--- config.mk ---
export PLATFORM = sky130hd
export DESIGN_NAME = fir_mac_engine
export DESIGN_NICKNAME = d
export VERILOG_FILES = /design/src/rtl/fir_pkg.sv /design/src/rtl/fir_mac_engine_mac.sv /design/src/rtl/fir_mac_engine.sv
export SDC_FILE = /design/constraint.sdc
export NUM_CORES = 2
export LEC_CHECK = 0
export ABC_AREA = 1
export ABC_CLOCK_PERIOD_IN_PS = 12050
export BUFFER_PORTS_ARGS = -buffer_cell sky130_fd_sc_hd__buf_2
export CORE_MARGIN = 2
export CORE_UTILIZATION = 37
export DETAILED_ROUTE_END_ITERATION = 12
export PLACE_DENSITY = 0.61
export RECOVER_POWER = 100
export SLEW_MARGIN = 20
export SYNTH_ARGS = -nofsm -noshare
export SYNTH_HDL_FRONTEND = slang
export SYNTH_SLANG_ARGS = --single-unit
--- constraint.sdc ---
create_clock -name rd_clk -period 12.05 [get_ports rd_clk]
set_input_delay 0 -clock rd_clk [delete_from_list [all_inputs] [get_ports rd_clk]]
set_output_delay 0 -clock rd_clk [all_outputs]
set_load 0.02 [all_outputs]
--- src/rtl/fir_pkg.sv ---
// Shared definitions for the FIR multiply-accumulate engine.
//   state_t        : engine state encoding (IDLE/LOAD/MAC)
//   *_DEF          : default sample, coefficient and tap-count widths
//   owidth_f       : accumulator width that cannot overflow for a given
//                    sample width, coefficient width and tap count
package fir_pkg;

  typedef enum logic [1:0] {
    IDLE = 2'd0,
    LOAD = 2'd1,
    MAC  = 2'd2
  } state_t;

  localparam int DWIDTH_DEF     = 16;
  localparam int CWIDTH_DEF     = 16;
  localparam int LOG2_NTAPS_DEF = 4;

  // Summing 2^l2 full-width products needs l2 extra bits of headroom.
  function automatic int owidth_f(input int dw, input int cw, input int l2);
    return dw + cw + l2;
  endfunction

  localparam int OWIDTH_DEF = owidth_f(DWIDTH_DEF, CWIDTH_DEF, LOG2_NTAPS_DEF);

endpackage

--- src/rtl/fir_mac_engine_mac.sv ---
// Single multiply-accumulate slice for the FIR engine.
// Ports:
//   rd_clk, areset_n : clock and asynchronous active-low reset
//   clr              : synchronous accumulator clear (wins over en)
//   en               : accumulate sum into acc this cycle
//   x, c             : signed sample and coefficient
//   acc              : accumulator register
//   sum              : acc + sign-extended x*c (combinational)
module fir_mac #(
  parameter int DWIDTH = 16,
  parameter int CWIDTH = 16,
  parameter int OWIDTH = 36
) (
  input  logic              rd_clk,
  input  logic              areset_n,
  input  logic              clr,
  input  logic              en,
  input  logic [DWIDTH-1:0] x,
  input  logic [CWIDTH-1:0] c,
  output logic [OWIDTH-1:0] acc,
  output logic [OWIDTH-1:0] sum
);

  localparam int PWIDTH = DWIDTH + CWIDTH;

  logic signed [PWIDTH-1:0] prod;

  assign prod = $signed(x) * $signed(c);
  assign sum  = acc + {{(OWIDTH-PWIDTH){prod[PWIDTH-1]}}, prod};

  always_ff @(posedge rd_clk or negedge areset_n) begin
    if (!areset_n) begin
      acc <= '0;
    end else if (clr) begin
      acc <= '0;
    end else if (en) begin
      acc <= sum;
    end
  end

endmodule

--- src/rtl/fir_mac_engine.sv ---
// NTAPS-tap FIR filter fed from a FIFO read port, one tap per cycle.
//
//   state | meaning
//   IDLE  | waiting for a sample and room on the output; pops the FIFO
//   LOAD  | popped sample arrives, written to the delay line at head
//   MAC   | NTAPS accumulate cycles, result posted on the last one
//
// Ports:
//   rd_clk, areset_n     : FIFO read clock, asynchronous active-low reset
//   fifo_empty, fifo_q   : FIFO status and read data (valid cycle after pop)
//   fifo_read            : single-cycle FIFO pop strobe
//   coef_we/addr/data    : coefficient register write port
//   busy                 : engine not in IDLE
//   dout, dout_valid     : filter output, valid/ready handshake
//   dout_ready           : downstream accept
module fir_mac_engine
  import fir_pkg::*;
#(
  parameter int DWIDTH     = DWIDTH_DEF,
  parameter int CWIDTH     = CWIDTH_DEF,
  parameter int LOG2_NTAPS = LOG2_NTAPS_DEF,
  parameter int OWIDTH     = owidth_f(DWIDTH, CWIDTH, LOG2_NTAPS)
) (
  input  logic                  rd_clk,
  input  logic                  areset_n,
  input  logic                  fifo_empty,
  input  logic [DWIDTH-1:0]     fifo_q,
  output logic                  fifo_read,
  input  logic                  coef_we,
  input  logic [LOG2_NTAPS-1:0] coef_addr,
  input  logic [CWIDTH-1:0]     coef_data,
  output logic                  busy,
  output logic [OWIDTH-1:0]     dout,
  output logic                  dout_valid,
  input  logic                  dout_ready
);

  localparam int NTAPS = 1 << LOG2_NTAPS;

  state_t                state, state_nxt;
  logic [LOG2_NTAPS-1:0] head, newest, k, tap_idx;
  logic [DWIDTH-1:0]     dline [NTAPS];
  logic [CWIDTH-1:0]     coef  [NTAPS];
  logic                  pop, mac_clr, mac_en, last_tap;
  logic [OWIDTH-1:0]     acc, sum;

  assign last_tap = (k == LOG2_NTAPS'(NTAPS - 1));
  // Natural wrap of the LOG2_NTAPS-bit subtraction gives the modulo index.
  assign tap_idx  = newest - k;
  assign busy     = (state != IDLE);
  // Gated by reset so no pop can escape while the engine is held in reset.
  assign fifo_read = pop & areset_n;

  always_comb begin
    state_nxt = state;
    pop       = 1'b0;
    mac_clr   = 1'b0;
    mac_en    = 1'b0;
    case (state)
      IDLE: begin
        if (!fifo_empty && (!dout_valid || dout_ready)) begin
          pop       = 1'b1;
          state_nxt = LOAD;
        end
      end
      LOAD: begin
        mac_clr   = 1'b1;
        state_nxt = MAC;
      end
      MAC: begin
        mac_en = 1'b1;
        if (last_tap) state_nxt = IDLE;
      end
      default: state_nxt = IDLE;
    endcase
  end

  always_ff @(posedge rd_clk or negedge areset_n) begin
    if (!areset_n) begin
      state  <= IDLE;
      head   <= '0;
      newest <= '0;
      k      <= '0;
    end else begin
      state <= state_nxt;
      if (state == LOAD) begin
        newest <= head;
        head   <= head + 1'b1;
        k      <= '0;
      end else if (state == MAC) begin
        k <= k + 1'b1;
      end
    end
  end

  always_ff @(posedge rd_clk or negedge areset_n) begin
    if (!areset_n) begin
      for (int i = 0; i < NTAPS; i++) dline[i] <= '0;
    end else if (state == LOAD) begin
      dline[head] <= fifo_q;
    end
  end

  always_ff @(posedge rd_clk or negedge areset_n) begin
    if (!areset_n) begin
      for (int i = 0; i < NTAPS; i++) coef[i] <= '0;
    end else if (coef_we) begin
      coef[coef_addr] <= coef_data;
    end
  end

  fir_mac #(
    .DWIDTH(DWIDTH),
    .CWIDTH(CWIDTH),
    .OWIDTH(OWIDTH)
  ) u_mac (
    .rd_clk  (rd_clk),
    .areset_n(areset_n),
    .clr     (mac_clr),
    .en      (mac_en),
    .x       (dline[tap_idx]),
    .c       (coef[k]),
    .acc     (acc),
    .sum     (sum)
  );

  // The final tap's product is folded in via sum, so the result is
  // posted on the same edge that completes the last accumulate.
  always_ff @(posedge rd_clk or negedge areset_n) begin
    if (!areset_n) begin
      dout       <= '0;
      dout_valid <= 1'b0;
    end else if (state == MAC && last_tap) begin
      dout       <= sum;
      dout_valid <= 1'b1;
    end else if (dout_valid && dout_ready) begin
      dout_valid <= 1'b0;
    end
  end

endmodule
# Yosys cells after proc, flatten, opt, wreduce, memory -nomap -nowiden
# Index checks and enable logic that the tools add are counted.
[word_totals] reg_bits=599 inputBits=41 elab_cells=99 out_inout_bits=39
[op_classes] reduce_logical=14 magnitude_cmp=6 addsub=4 bitwise_logic=5 eq_ne=5 muxes=25 multipliers=1
[ops] op="$bwmux W256" n=2
[ops] op="$bmux W16 S4" n=2
[ops] op="$demux W16 S4" n=2
[ops] op="$mux W16" n=6
[ops] op="$mux W36" n=2
[ops] op="$add A36 B36 Y36" n=1
[ops] op="$mul A16 B16 Y32" n=1
[ops] op="$ge A5 B5 Y1 const B" n=4
[ops] op="$not A4 Y5" n=4
[ops] op="$lt A5 B1 Y1 const B" n=2
[ops] op="$add A4 B1 Y4 const B" n=2
[ops] op="$mux W4" n=2
[ops] op="$reduce_bool A2 Y1" n=4
[ops] op="$mux W1" n=6
[ops] op="$pmux W2 S3" n=1
[ops] op="$logic_and A1 B1 Y1" n=5
[ops] op="$eq A4 B4 Y1 const B" n=1
[ops] op="$mux W2" n=2
[ops] op="$ne A2 B2 Y1 const B" n=2
[ops] op="$sub A4 B4 Y4" n=1
[ops] op="$eq A2 B1 Y1 const B" n=1
[ops] op="$eq A2 B2 Y1 const B" n=1
[ops] op="$logic_not A1 Y1" n=2
[ops] op="$logic_not A2 Y1" n=1
[ops] op="3 further kinds" n=3

# Longest topological paths before layout
[logic_depth] depth_word=9 ltp_mapped=54 ltp_nobuf=50

# Cells and area by module
# From an unflattened synthesis, not the netlist that was laid out.
[hier_totals] hier_cells=5435 area_unflattened_um2=40925.5
[modules_own_cells] mod="fir_mac_engine" seq_area_each_um2=14088.5 area_per_inst_um2=26780.7 n_inst=1 cells_per_inst=3498
[modules_own_cells] mod="fir_mac" seq_area_each_um2=900.9 area_per_inst_um2=14144.8 n_inst=1 cells_per_inst=1937

# Worst setup path before layout
# OpenSTA, ideal clock, no wires.
[synth_path] kind="register to register" startpoint="register k[1]" endpoint="register u_mac.acc[30]" synth_period_minus_slack_ps=8523 path_buffers=6 stages_incl_launch_ff=46 setup_slack_ps=3527 setup_time_ps=118 arrival_time_ps=8405 required_time_ps=11932 cell_sequence="dfrtp_1 -> buf_4 -> inv_2 -> buf_4 -> buf_2 -> fa_1 -> buf_4 -> inv_4 -> buf_2 -> nor2_1 -> o21ai_0 -> o311ai_1 -> nand3_1 -> o21ai_2 -> inv_2 -> buf_6 -> nor2_2 -> fa_1 -> (+10 left out) -> nand2_1 -> nor2_1 -> inv_1 -> nor3_1 -> nand4_1 -> nand3_1 -> nand2_1 -> nand2_1 -> xor2_1 -> ha_1 -> a21oi_1 -> a21boi_0 -> o21ai_0 -> a21oi_1 -> nand2_1 -> or2_1 -> nand3_1 -> nand2_1"
[synth_via] elab_chain_cells=9 elab_cells_between_ends=13 cone_classes="add/sub: 2; mul: 1; mux: 8; bitwise: 2"
[synth_rtl] item="start, declared" line="fir_mac_engine.sv:41" text="logic [LOG2_NTAPS-1:0] head, newest, k, tap_idx;"
[synth_rtl] item="start signal, assigned" line="fir_mac_engine.sv:91" text="k <= k + 1'b1;"
[synth_rtl] item="$sub A4 B4 Y4" line="fir_mac_engine.sv:49" text="assign tap_idx = newest - k;"
[synth_rtl] item="$not A4 Y5 (implied by the code)" line="fir_mac_engine.sv:121" text=".x (dline[tap_idx]),"
[synth_rtl] item="$bmux W16 S4" line="fir_mac_engine.sv:121"
[synth_rtl] item="$mux W16 (implied by the code) (2 in a row)" line="fir_mac_engine.sv:121"
[synth_rtl] item="$mul A16 B16 Y32 (*)" line="fir_mac_engine_mac.sv:28" text="assign prod = $signed(x) * $signed(c);"
[synth_rtl] item="$add A36 B36 Y36 (*)" line="fir_mac_engine_mac.sv:29" text="assign sum = acc + {{(OWIDTH-PWIDTH){prod[PWIDTH-1]}}, prod};"
[synth_rtl] item="$mux W36 (*)" line="fir_mac_engine_mac.sv:36" text="end else if (en) begin"
[synth_rtl] item="$mux W36 (*)" line="fir_mac_engine_mac.sv:34" text="end else if (clr) begin"
[synth_rtl] item="end signal, assigned" line="fir_mac_engine_mac.sv:37" text="acc <= sum;"
[synth_rtl] item="end, declared" line="fir_mac_engine_mac.sv:20" text="output logic [OWIDTH-1:0] acc,"
# Every way passes the cells marked *; elsewhere a longest branch is shown, timed or not. The select of a mux whose other input is x is not followed.
# A chain may end at the register's enable or synchronous reset.

# Final worst setup path
[layout_path] startpoint="register k[0]" endpoint="register dout[29]"
[layout_via] elab_chain_cells=7 elab_cells_between_ends=13 cone_classes="add/sub: 2; mul: 1; eq/ne: 1; mux: 6; bitwise: 2; reduce/logical: 1"
[layout_rtl] item="$sub A4 B4 Y4" line="fir_mac_engine.sv:49"
[layout_rtl] item="$not A4 Y5 (implied by the code)" line="fir_mac_engine.sv:121"
[layout_rtl] item="$bmux W16 S4" line="fir_mac_engine.sv:121"
[layout_rtl] item="$mux W16 (implied by the code) (2 in a row)" line="fir_mac_engine.sv:121"
[layout_rtl] item="$mul A16 B16 Y32" line="fir_mac_engine_mac.sv:28"
[layout_rtl] item="$add A36 B36 Y36" line="fir_mac_engine_mac.sv:29"
[layout_rtl] item="end signal, assigned" line="fir_mac_engine.sv:134" text="dout <= sum;"
[layout_rtl] item="end, declared" line="fir_mac_engine.sv:33" text="output logic [OWIDTH-1:0] dout,"
# Several ways; a longest one is shown, not always the timed one. The select of a mux whose other input is x is not followed.

==> out/summary.txt <==
Boundary pin count - 80
Syn Nets - 5270
Slowest cell on crit path - clkbuf_1
Final wirelength - 108000 um
Number of cells on the worst reg-to-reg path - 41
Failing checks - max-capacitance violations, max-slew violations
Largest net degree at the start of global routing - 159
Post-CTS setup buffers - 0
Worst EP required - 12.57 ns
Main synth FF type - dfrtp_1
Worst min-delay path category - input port to flop
Max Fclk - 0.0929 GHz
Post-synth EDFFs - 0
WP buf/inv - 9
Peak fanout along the critical path - 65
Slew @ Worst Pin - 5.17 ns
Hold path start - dout_ready
Worst Setup Path Type - flop to flop
First-pass GRT wire length - 176000 um
Nets@finish - 5279
Area Overhead vs Synth - 10.7%
Max-slew headroom - -245%
Setup TNS Final - 0 ns
Iter 0 DRT Violations - 2346
Core area - 105000 sq um
Register area share after synthesis - 38.4%
Total number of vias - 31800
Die Wd - 329 um
Routability cong. - 0.960
Share of cells above drive strength 1 - 5.04%
Arrival time at the worst endpoint - 11.28 ns
# DRC - 0
Initial antenna violation count - 1
Vias in the first global route - 31600
CP top delay family - adder cells
Antenna Nets Post-Route - 0
Reg2reg start - k[0]
Worst-Skew Late Latency - 0.64 ns
DIE AREA - 108000 sq um
Crit path largest cell delay - 0.88 ns
CP Capture Type - flop
GRT overflow - 0
Root Driver - clkbuf_16
Slew Limit Fails - 1178
Initial core utilization - 37.2%
Hold path depth - 3
Final setup viols - 0
Detail Placement HPWL - 74600 um
Synth async-reset ratio - 100%
DR vias/cell - 5.05
Final min period - 10.76 ns
Outcome - complete, but fails checks
Final period utilization - 89.3%
Flop-to-flop setup slack - 1.29 ns
H-tree Lvls - 3
Row count - 119
Final hold vios - 0
Post-detailed-route wirelength per cell - 17.1 um
CTS buffer count - 70
CTS tree - done
TritonCTS Sinks - 599
Die Y - 329 um
Capture point of the worst reg-to-reg path - dout[29]
Most common cell on crit path - nand2_1
Setup crit start kind - flop
Port-buffer cells - 79
Syn Inst Count - 4835
Synthesized flop and latch total - 599
RSZ-0062 raised after global routing - false
Maximum clock insertion buffer count - 3
YS warnings - 0
Max_cap viols - 25
Mean post-synth cell area - 8.08 sq um
Hold Path Sink - dout_valid
Clk_skew - 0.0366 ns
DRT Pass-1 Iters - 6
Overall routing resource usage - 20.5%
Reg clk slew, reported paths - 0.06 ns
Mapped Area - 39000 sq um
Synth unique cells - 49
per-layer routing:
metal	part of all wire, %	wire length (um)	track usage [%]	vias to the layer above
met5	0	0	0	-
met4	2.6	2780	6.06	0
met3	5.1	5510	2.77	168
met2	46	49200	32.6	834
met1	47	50400	29.0	15400
li1	-	-	-	15400
registers in the layout, summed over array words and instances, names as in the netlist:
signal	cells
head	4
dout_valid	1
k	4
newest	4
u_mac.acc	36
state	2
coef	256
dout	36
dline	256
kinds of logic (layout without fill, tap and decap cells):
kind of cell               after synthesis  after routing  synth area share [%]
xor gates and xnor gates                44             44                  1.07
adders and majority gates              394            394                  17.7
and+or+nand+nor                       1765           1765                  17.8
buffers and inverters                  906            971                  9.25
DFF                                    599            599                  38.4
other                                    0              1                     0
AOI/OAI and AO/OA                     1127           1127                  15.8
cell usage after synthesis (3+ instances only):
master    instances  area (sq um)
a21boi_0          3          22.5
a21o_1            6          45.0
a21oi_1         322          1610
a221o_1           3          30.0
a31oi_1          14          87.6
a32o_1           59           591
buf_1             8          30.0
buf_2            71           355
buf_4            14           105
buf_6             9           101
clkbuf_1        141           529
dfrtp_1         599         15000
fa_1            265          5310
ha_1            129          1610
inv_1           633          2380
inv_2            28           105
nand2_1        1219          4580
nand3_1         166           831
nand3b_1          3          22.5
nand4_1          14          87.6
nor2_1          326          1220
nor2_2            4          25.0
nor3_1           17          85.1
nor4_1            5          31.3
o211ai_1         13          97.6
o21ai_0         661          3310
o21ai_1          12          60.1
o21ai_2          15           131
o21ai_4           3          48.8
o21bai_1          5          37.5
o22ai_1           3          18.8
o311ai_1          3          26.3
or2_2             4          25.0
xnor2_1          20           175
xor2_1           21           184
repair_timing:
action	4_1_cts	5_1_grt
hold buffers	40	0
gates resized for setup	0	0
endpoints found under the hold margin	603	0
cells in the final DEF (no fill, tap or decap), types with 6 or more instances in the layout:
| master | synthesis | final |
|---|---|---|
| a21o_1 | 6 | 6 |
| a21oi_1 | 322 | 322 |
| a31oi_1 | 14 | 14 |
| a32o_1 | 59 | 59 |
| buf_2 | 71 | 35 |
| buf_4 | 14 | 24 |
| bufinv_16 | 0 | 6 |
| clkbuf_1 | 141 | 92 |
| clkbuf_16 | 0 | 71 |
| clkbuf_8 | 0 | 14 |
| clkinv_2 | 0 | 9 |
| dfrtp_1 | 599 | 596 |
| dlygate4sd3_1 | 0 | 40 |
| fa_1 | 265 | 265 |
| ha_1 | 129 | 129 |
| inv_1 | 633 | 633 |
| inv_2 | 28 | 27 |
| nand2_1 | 1219 | 1218 |
| nand3_1 | 166 | 166 |
| nand4_1 | 14 | 14 |
| nor2_1 | 326 | 316 |
| nor2_2 | 4 | 14 |
| nor3_1 | 17 | 17 |
| o211ai_1 | 13 | 13 |
| o21ai_0 | 661 | 666 |
| o21ai_1 | 12 | 10 |
| o21ai_2 | 15 | 12 |
| xnor2_1 | 20 | 20 |
| xor2_1 | 21 | 21 |
worst reg2reg max path: cells and delay by family (launching register included):
kind | cells | cell delay (ns)
simple gates | 12 | 1.47
xor+xnor | 1 | 0.18
flops | 1 | 0.47
fa+ha+maj | 10 | 4.18
compound gates | 9 | 2.27
buf+inv | 9 | 2.08
area by class of cell:
cell class / instances / area, sq um
clock buffer: 102 / 2030
fill: 10700 / 61800
inverter: 663 / 2490
antenna: 1 / 2.50
tap: 1391 / 1740
multi-input combinational: 3330 / 20500
clock inverter: 26 / 353
timing repair buffer: 180 / 1110
sequential: 599 / 15000
metrics by stage:
stage	utilization, %	area [sq um]	hold WS (ns)	worst slack, ns	instances
floorplan	-	39000	-0.296	3.53	4835
global placement	38.7	40600	0.0829	1.59	6121
detailed placement	38.7	40700	0.0776	1.61	6123
CTS	41.4	43500	0.0490	1.61	6291
global route	41.2	43200	0.109	0.537	6291
finish	41.2	43200	0.0984	1.29	6292
how the worst max path moves through the flow:
stage               from       endpoint  slack (ns)  cells after the start
floorplan           k[1]  u_mac.acc[30]        3.53                     45
detailed placement  k[0]       dout[33]        1.61                     43
finish              k[0]       dout[29]        1.29                     41
CTS                 k[0]       dout[33]        1.61                     43
global route        k[0]  u_mac.acc[29]        0.54                     44
global placement    k[0]       dout[33]        1.59                     43
Power is left out: the tool's default activity adds up to more than one toggle a clock period on the data nets, which glitch-free logic cannot reach.
